$ cat src/rtl/msg_pkg.sv
// Shared types for the message unpacker: parser states and header field widths.
package msg_pkg;

  localparam int BYTE_W  = 8;
  localparam int FIELD_W = 16;

  typedef logic [FIELD_W-1:0] len_t;

  typedef enum logic [2:0] {
    CNT_HI,
    CNT_LO,
    LEN_HI,
    LEN_LO,
    PAYLOAD,
    DRAIN
  } state_t;

endpackage

$ cat src/rtl/msg_beat_buf.sv
// One-beat AXI-ST buffer that hands the parser one kept byte per clock,
// flagging the packet's final byte and the beat's tuser.
module msg_beat_buf
  import msg_pkg::*;
#(
  parameter int DATA_BYTES = 8
) (
  input  logic                        clk,
  input  logic                        rst,
  input  logic                        s_tvalid,
  output logic                        s_tready,
  input  logic [BYTE_W*DATA_BYTES-1:0] s_tdata,
  input  logic [DATA_BYTES-1:0]       s_tkeep,
  input  logic                        s_tlast,
  input  logic                        s_tuser,
  output logic                        byte_vld,
  output logic [BYTE_W-1:0]           byte_data,
  output logic                        byte_last,
  output logic                        byte_user
);

  localparam int PTR_W = (DATA_BYTES > 1) ? $clog2(DATA_BYTES) : 1;

  logic [BYTE_W*DATA_BYTES-1:0] data_q, data_d;
  logic [PTR_W-1:0]             ptr_q, ptr_d;
  logic [PTR_W-1:0]             end_q, end_d;
  logic                         vld_q, vld_d;
  logic                         last_q, last_d;
  logic                         user_q, user_d;
  logic [PTR_W-1:0]             keep_end;
  logic                         at_end;
  logic                         load;

  // tkeep is contiguous from bit 0, so the highest set bit marks the final kept byte.
  always_comb begin
    keep_end = '0;
    for (int i = 0; i < DATA_BYTES; i++) begin
      if (s_tkeep[i]) keep_end = PTR_W'(i);
    end
  end

  assign at_end   = (ptr_q == end_q);
  assign s_tready = ~rst & (~vld_q | at_end);
  assign load     = s_tvalid & s_tready;

  always_comb begin
    data_d = data_q;
    ptr_d  = ptr_q;
    end_d  = end_q;
    vld_d  = vld_q;
    last_d = last_q;
    user_d = user_q;
    if (load) begin
      data_d = s_tdata;
      ptr_d  = '0;
      end_d  = keep_end;
      vld_d  = 1'b1;
      last_d = s_tlast;
      user_d = s_tuser;
    end else if (vld_q) begin
      if (at_end) vld_d = 1'b0;
      else        ptr_d = ptr_q + PTR_W'(1);
    end
  end

  always_ff @(posedge clk) begin
    if (rst) begin
      data_q <= '0;
      ptr_q  <= '0;
      end_q  <= '0;
      vld_q  <= 1'b0;
      last_q <= 1'b0;
      user_q <= 1'b0;
    end else begin
      data_q <= data_d;
      ptr_q  <= ptr_d;
      end_q  <= end_d;
      vld_q  <= vld_d;
      last_q <= last_d;
      user_q <= user_d;
    end
  end

  assign byte_vld  = vld_q;
  assign byte_data = data_q[BYTE_W*ptr_q +: BYTE_W];
  assign byte_last = last_q & at_end;
  assign byte_user = user_q;

endmodule

$ cat src/rtl/msg_unpacker.sv
// Splits length-prefixed messages out of AXI-ST packets, one byte per clock,
// reporting each message (or one error per packet) as a single-cycle pulse.
module msg_unpacker
  import msg_pkg::*;
#(
  parameter int DATA_BYTES    = 8,
  parameter int MAX_MSG_BYTES = 32,
  parameter int MIN_MSG_BYTES = 8
) (
  input  logic                            clk,
  input  logic                            rst,
  input  logic                            s_tvalid,
  output logic                            s_tready,
  input  logic [8*DATA_BYTES-1:0]         s_tdata,
  input  logic [DATA_BYTES-1:0]           s_tkeep,
  input  logic                            s_tlast,
  input  logic                            s_tuser,
  output logic                            msg_valid,
  output logic [15:0]                     msg_length,
  output logic [8*MAX_MSG_BYTES-1:0]      msg_data,
  output logic                            msg_error,
  output logic                            pkt_done,
  output logic [15:0]                     err_cnt
);

  logic              byte_vld, byte_last, byte_user;
  logic [BYTE_W-1:0] byte_data;

  state_t            state_q, state_d;
  logic [BYTE_W-1:0] cnt_hi_q, cnt_hi_d;
  logic [BYTE_W-1:0] len_hi_q, len_hi_d;
  len_t              msgs_left_q, msgs_left_d;
  len_t              len_q, len_d;
  logic [7:0]        idx_q, idx_d;
  logic              err_sent_q, err_sent_d;
  logic              pend_q, pend_d;
  logic [BYTE_W-1:0] work_q [MAX_MSG_BYTES];
  logic [BYTE_W-1:0] work_d [MAX_MSG_BYTES];
  logic [8*MAX_MSG_BYTES-1:0] work_flat;

  logic                       msg_valid_q, msg_valid_d;
  logic                       msg_error_q, msg_error_d;
  logic                       pkt_done_q, pkt_done_d;
  len_t                       msg_length_q, msg_length_d;
  len_t                       err_cnt_q, err_cnt_d;
  logic [8*MAX_MSG_BYTES-1:0] msg_data_q, msg_data_d;

  logic emit, emit_err, emit_pay, done, pend_set;
  len_t emit_len, cur_cnt, cur_len, idx_next;

  msg_beat_buf #(.DATA_BYTES(DATA_BYTES)) u_buf (
    .clk       (clk),
    .rst       (rst),
    .s_tvalid  (s_tvalid),
    .s_tready  (s_tready),
    .s_tdata   (s_tdata),
    .s_tkeep   (s_tkeep),
    .s_tlast   (s_tlast),
    .s_tuser   (s_tuser),
    .byte_vld  (byte_vld),
    .byte_data (byte_data),
    .byte_last (byte_last),
    .byte_user (byte_user)
  );

  assign cur_cnt  = {cnt_hi_q, byte_data};
  assign cur_len  = {len_hi_q, byte_data};
  assign idx_next = len_t'(idx_q) + len_t'(1);

  // Working payload is cleared while the length arrives so unused bytes read back as zero.
  always_comb begin
    for (int i = 0; i < MAX_MSG_BYTES; i++) begin
      work_d[i] = work_q[i];
      if (byte_vld && state_q == LEN_LO)
        work_d[i] = '0;
      else if (byte_vld && state_q == PAYLOAD && idx_q == 8'(i))
        work_d[i] = byte_data;
    end
  end

  generate
    for (genvar gi = 0; gi < MAX_MSG_BYTES; gi++) begin : g_flat
      assign work_flat[8*gi +: 8] = work_d[gi];
    end
  endgenerate

  always_comb begin
    state_d     = state_q;
    cnt_hi_d    = cnt_hi_q;
    len_hi_d    = len_hi_q;
    msgs_left_d = msgs_left_q;
    len_d       = len_q;
    idx_d       = idx_q;
    err_sent_d  = err_sent_q;
    emit        = 1'b0;
    emit_err    = 1'b0;
    emit_pay    = 1'b0;
    emit_len    = '0;
    done        = 1'b0;
    pend_set    = 1'b0;

    if (byte_vld) begin
      unique case (state_q)
        CNT_HI: begin
          cnt_hi_d = byte_data;
          if (byte_last) begin
            emit = 1'b1; emit_err = 1'b1; done = 1'b1;
          end else begin
            state_d = CNT_LO;
          end
        end
        CNT_LO: begin
          if (byte_last) begin
            done    = 1'b1;
            state_d = CNT_HI;
            if (cur_cnt != '0 || byte_user) begin
              emit = 1'b1; emit_err = 1'b1;
            end
          end else if (cur_cnt == '0) begin
            emit = 1'b1; emit_err = 1'b1; err_sent_d = 1'b1;
            state_d = DRAIN;
          end else begin
            msgs_left_d = cur_cnt;
            state_d     = LEN_HI;
          end
        end
        LEN_HI: begin
          len_hi_d = byte_data;
          if (byte_last) begin
            emit = 1'b1; emit_err = 1'b1; done = 1'b1;
            state_d = CNT_HI;
          end else begin
            state_d = LEN_LO;
          end
        end
        LEN_LO: begin
          if (byte_last) begin
            emit = 1'b1; emit_err = 1'b1; done = 1'b1;
            state_d = CNT_HI;
          end else if (cur_len < len_t'(MIN_MSG_BYTES) || cur_len > len_t'(MAX_MSG_BYTES)) begin
            emit = 1'b1; emit_err = 1'b1; emit_len = cur_len; err_sent_d = 1'b1;
            state_d = DRAIN;
          end else begin
            len_d   = cur_len;
            idx_d   = '0;
            state_d = PAYLOAD;
          end
        end
        PAYLOAD: begin
          if (idx_next == len_q) begin
            emit        = 1'b1;
            emit_pay    = 1'b1;
            emit_len    = len_q;
            msgs_left_d = msgs_left_q - len_t'(1);
            if (byte_last) begin
              state_d = CNT_HI;
              if (byte_user) begin
                emit_err = 1'b1; done = 1'b1;
              end else if (msgs_left_q != len_t'(1)) begin
                // Good message occupies this slot; the truncation error follows next cycle.
                pend_set = 1'b1;
              end else begin
                done = 1'b1;
              end
            end else if (msgs_left_q == len_t'(1)) begin
              state_d = DRAIN;
            end else begin
              state_d = LEN_HI;
            end
          end else if (byte_last) begin
            emit = 1'b1; emit_err = 1'b1; emit_len = idx_next; done = 1'b1;
            state_d = CNT_HI;
          end else begin
            idx_d = idx_q + 8'd1;
          end
        end
        DRAIN: begin
          if (!err_sent_q) begin
            emit = 1'b1; emit_err = 1'b1; err_sent_d = 1'b1;
          end
          if (byte_last) begin
            done    = 1'b1;
            state_d = CNT_HI;
          end
        end
        default: state_d = CNT_HI;
      endcase
    end

    if (state_d == CNT_HI) err_sent_d = 1'b0;
  end

  always_comb begin
    msg_valid_d  = 1'b0;
    msg_error_d  = 1'b0;
    msg_length_d = msg_length_q;
    msg_data_d   = msg_data_q;
    pkt_done_d   = 1'b0;
    pend_d       = pend_set;
    if (pend_q) begin
      msg_valid_d  = 1'b1;
      msg_error_d  = 1'b1;
      msg_length_d = '0;
      msg_data_d   = '0;
      pkt_done_d   = 1'b1;
      if (emit) pend_d = 1'b1;
    end else begin
      pkt_done_d = done;
      if (emit) begin
        msg_valid_d  = 1'b1;
        msg_error_d  = emit_err;
        msg_length_d = emit_len;
        msg_data_d   = emit_pay ? work_flat : '0;
      end
    end
    err_cnt_d = err_cnt_q;
    if (msg_valid_d && msg_error_d && err_cnt_q != 16'hFFFF)
      err_cnt_d = err_cnt_q + 16'd1;
  end

  always_ff @(posedge clk) begin
    if (rst) begin
      state_q      <= CNT_HI;
      cnt_hi_q     <= '0;
      len_hi_q     <= '0;
      msgs_left_q  <= '0;
      len_q        <= '0;
      idx_q        <= '0;
      err_sent_q   <= 1'b0;
      pend_q       <= 1'b0;
      for (int i = 0; i < MAX_MSG_BYTES; i++) work_q[i] <= '0;
      msg_valid_q  <= 1'b0;
      msg_error_q  <= 1'b0;
      pkt_done_q   <= 1'b0;
      msg_length_q <= '0;
      msg_data_q   <= '0;
      err_cnt_q    <= '0;
    end else begin
      state_q      <= state_d;
      cnt_hi_q     <= cnt_hi_d;
      len_hi_q     <= len_hi_d;
      msgs_left_q  <= msgs_left_d;
      len_q        <= len_d;
      idx_q        <= idx_d;
      err_sent_q   <= err_sent_d;
      pend_q       <= pend_d;
      for (int i = 0; i < MAX_MSG_BYTES; i++) work_q[i] <= work_d[i];
      msg_valid_q  <= msg_valid_d;
      msg_error_q  <= msg_error_d;
      pkt_done_q   <= pkt_done_d;
      msg_length_q <= msg_length_d;
      msg_data_q   <= msg_data_d;
      err_cnt_q    <= err_cnt_d;
    end
  end

  assign msg_valid  = msg_valid_q;
  assign msg_error  = msg_error_q;
  assign pkt_done   = pkt_done_q;
  assign msg_length = msg_length_q;
  assign msg_data   = msg_data_q;
  assign err_cnt    = err_cnt_q;

endmodule

$ cat config.mk
export PLATFORM = sky130hd
export DESIGN_NAME = msg_unpacker
export DESIGN_NICKNAME = d
export VERILOG_FILES = /design/src/rtl/msg_pkg.sv /design/src/rtl/msg_beat_buf.sv /design/src/rtl/msg_unpacker.sv
export SDC_FILE = /design/constraint.sdc
export NUM_CORES = 1
export LEC_CHECK = 0
export ABC_CLOCK_PERIOD_IN_PS = 8800
export CORE_MARGIN = 2
export CORE_UTILIZATION = 30
export CTS_CLUSTER_SIZE = 10
export DETAILED_ROUTE_END_ITERATION = 6
export GPL_TIMING_DRIVEN = 0
export SLEW_MARGIN = 15
export SYNTH_ARGS = -nofsm -noshare
export SYNTH_HDL_FRONTEND = slang
export SYNTH_SLANG_ARGS = --single-unit
export TNS_END_PERCENT = 20
$ cat constraint.sdc
create_clock -name clk -period 8.8 [get_ports clk]
set_input_delay 0.88 -clock clk [delete_from_list [all_inputs] [get_ports clk]]
set_output_delay 0.88 -clock clk [all_outputs]
set_load 0.1 [all_outputs]
==> results.json <==
{
  "status": "complete, no violations",
  "grt_pass1_vias": 22121,
  "grt_overflow_total": 0,
  "setup_violations": 0,
  "gp_congestion": 0.9430,
  "hold_violations": 0,
  "utilization_pct": 38.98,
  "drc": 0,
  "seq_area_frac_synth_pct": 51.54,
  "synthFlopType": "dfxtp_1",
  "coreArea_mm2": 0.08702,
  "post-route-min-period_ns": 5.374,
  "wl_per_cell_um": 20.46,
  "cts_setup_buffers": 0,
  "slew_viol_final": 0,
  "cp-start-kind": "flip-flop",
  "startpoint": "u_buf.ptr_q[1]",
  "cts_buffers": 81,
  "avgSynthCellArea_um2": 9.188,
  "areaGrowthSynthToFinish_pct": 28.24,
  "syn_inst": 2879,
  "grt_usage_pct": 19.79,
  "cts_tree": "built",
  "regToRegSetupSlack_ns": 3.43,
  "async_flop_share_pct": 0,
  "die_w_um": 300.9,
  "clock_sinks": 681,
  "syn_area_mm2": 0.02645,
  "antenna_found_initial": 6,
  "whs_ns": 0.4468,
  "cts.htree.levels": 3,
  "clock_path_buffers": 3,
  "endpoint_kind": "flip-flop",
  "wl_um": 92360,
  "r2r_start": "u_buf.ptr_q[1]",
  "fp.dieH_um": 300.9,
  "pwr_density_cell_mw_per_mm2": 197.9,
  "path_clk_slew_ns": 0.06,
  "holdBufCountCts": 0,
  "cts_resized": 0,
  "path_class": "flip-flop to flip-flop",
  "portBuffers": 366,
  "synth_edf_count": 0,
  "yosys.cell_count.top_type": "dfxtp_1",
  "ys.warnings.count": 0,
  "stdcell_area_mm2": 0.03392,
  "synth_largest_area_cell": "dfxtp_1",
  "synth-seq-cells": 681,
  "cp_max_fo": 10,
  "io_pins": 369,
  "synthDominantCellAreaShare_pct": 51.54,
  "grt_max_degree": 12,
  "yosysUniqueCellTypes": 63,
  "placed_area_mm2": 0.03159,
  "vias_per_cell": 5.132,
  "fin_skew_ns": 0.02767,
  "rows": 108,
  "final_net_count": 3413,
  "fp.dieArea_mm2": 0.09056,
  "relSlewSlack_pct": 19.04,
  "arrival_ns": 5.93,
  "dr_total_vias": 23169,
  "drt_first_pass_iters": 6,
  "min_period_over_period_pct": 61.07,
  "root_buffer": "clkbuf_16",
  "cap_viol_max_count": 0,
  "leakagePower_nw": 12.74,
  "hpwlAfterDp_um": 67200,
  "tns_ns": 0,
  "min_path_type": "flip-flop to flip-flop",
  "postRouteAntennaNets": 0,
  "grt_pass1_wl_um": 137200,
  "initial_utilization_pct": 30.40,
  "synth_nets": 2964,
  "endpoint": "msg_data[82]",
  "drive_gt1_share_pct": 5.604,
  "ir_drop_uv": 119.7,
  "required_ns": 9.35,
  "clkLatencyLatePin_ns": 0.64,
  "synthTopCellsByCount": "681 x dfxtp_1, 350 x nand2_1, 306 x nor3_1",
  "fmax_mhz": 186.1,
  "synthTopCellsByArea": "dfxtp_1 52%, nor3_1 5.8%, mux2i_1 5.6%, nand2_1 5.0%, a21o_1 4.1%",
  "rsz0062_at_grt": "no",
  "drtIter0Drc": 1972,
  "r2r-end": "msg_data[82]",
  "worstMarginPinSlew_ns": 1.211,
  "reg2reg_depth": 12
}
## state kept, by name (all words and copies together), names as in the netlist, 8 cells and up
name / cells
len_q: 16
len_hi_q: 8
work_q: 256
msgs_left_q: 16
idx_q: 8
msg_length: 16
u_buf.data_q: 64
cnt_hi_q: 8
msg_data: 256
err_cnt: 16
## cell families (layout without fill, tap and decap cells)
| kind of cell | count (synthesis) | count (layout) | share of synthesized area [%] |
|---|---|---|---|
| compound gates | 561 | 561 | 15.36 |
| xor+xnor | 15 | 15 | 0.5487 |
| fa+ha+maj | 8 | 8 | 0.3784 |
| buf+inv | 277 | 753 | 4.352 |
| flops | 681 | 681 | 51.54 |
| mux | 185 | 185 | 7.862 |
| other cells | 0 | 5 | 0 |
| simple gates | 1152 | 1152 | 19.96 |
## power by group
| group | total (mW) | switching [mW] | internal [mW] |
|---|---|---|---|
| Sequential | 3.15 | 0.0280 | 3.12 |
| Combinational | 0.504 | 0.363 | 0.142 |
| Clock | 3.06 | 1.28 | 1.77 |
| Total | 6.71 | 1.67 | 5.04 |
## metal layers
layer	wire, um	GRT usage, %
met5	0	0
met3	6024	3.651
met2	44010	33.21
met1	39700	25.53
met4	2626	6.598
## through the flow
stage	cells	setup WS (ns)	power, mW
finish	4515	3.426	6.714
CTS	4510	3.502	6.769
detailed placement	4400	3.641	3.715
global route	4514	3.333	6.939
global placement	4400	3.738	3.710
floorplan	2879	4.825	3.495
## cells in the final DEF (no fill, tap or decap), types with 5 or more instances in the layout
cell type	instances
a21oi_1	63
ha_1	8
and3_1	22
clkbuf_8	6
o32ai_1	7
buf_1	20
mux2_2	20
xnor2_1	11
nand2_1	350
o21ai_0	68
nand2b_1	7
mux4_2	16
o31ai_1	7
a211oi_1	41
nor3_1	306
o211ai_1	76
and2_1	28
nand4_1	19
nor4_1	10
diode_2	5
mux2i_1	145
or4_1	6
dfxtp_1	681
clkdlybuf4s50_1	366
inv_1	18
nand3_1	117
a31o_2	8
a21o_1	145
a22o_1	9
and4_1	7
nor2b_1	19
clkbuf_16	83
buf_4	29
o2bb2ai_1	105
nor2_1	235
a31oi_1	5
clkbuf_1	219
## area by class of cell
| class | instances | area, um2 |
|---|---|---|
| clock buffer | 100 | 2201 |
| tap | 1155 | 1445 |
| multi-input combinational | 1921 | 11700 |
| buffer | 259 | 1084 |
| fill | 8864 | 53100 |
| inverter | 18 | 67.56 |
| clock inverter | 10 | 120.1 |
| antenna | 5 | 12.51 |
| timing repair buffer | 366 | 3664 |
| sequential | 681 | 13630 |
## how the worst min path moves through the flow
| stage | from | endpoint | depth (start not counted) |
|---|---|---|---|
| 3_5_place_dp | msg_data[206] | msg_data[206] | 1 |
| 3_3_place_gp | msg_data[133] | msg_data[133] | 1 |
| 2_1_floorplan | len_q[10] | len_q[10] | 1 |
| 6_report | msg_data[216] | msg_data[216] | 1 |
| 5_1_grt | msg_data[175] | msg_data[175] | 1 |
| 4_1_cts | msg_data[216] | msg_data[216] | 1 |
## critical path: stages, from the launching register on
cell	delay, ns
dfxtp_1	0.33
clkbuf_1	0.57
clkbuf_1	0.66
mux4_2	0.43
mux2i_1	0.86
nand2_1	0.22
or4b_1	0.56
a31oi_1	0.28
o211ai_1	0.30
a21boi_2	0.32
buf_4	0.33
buf_4	0.27
o2bb2ai_1	0.13
(Power assumes the default switching activity.)
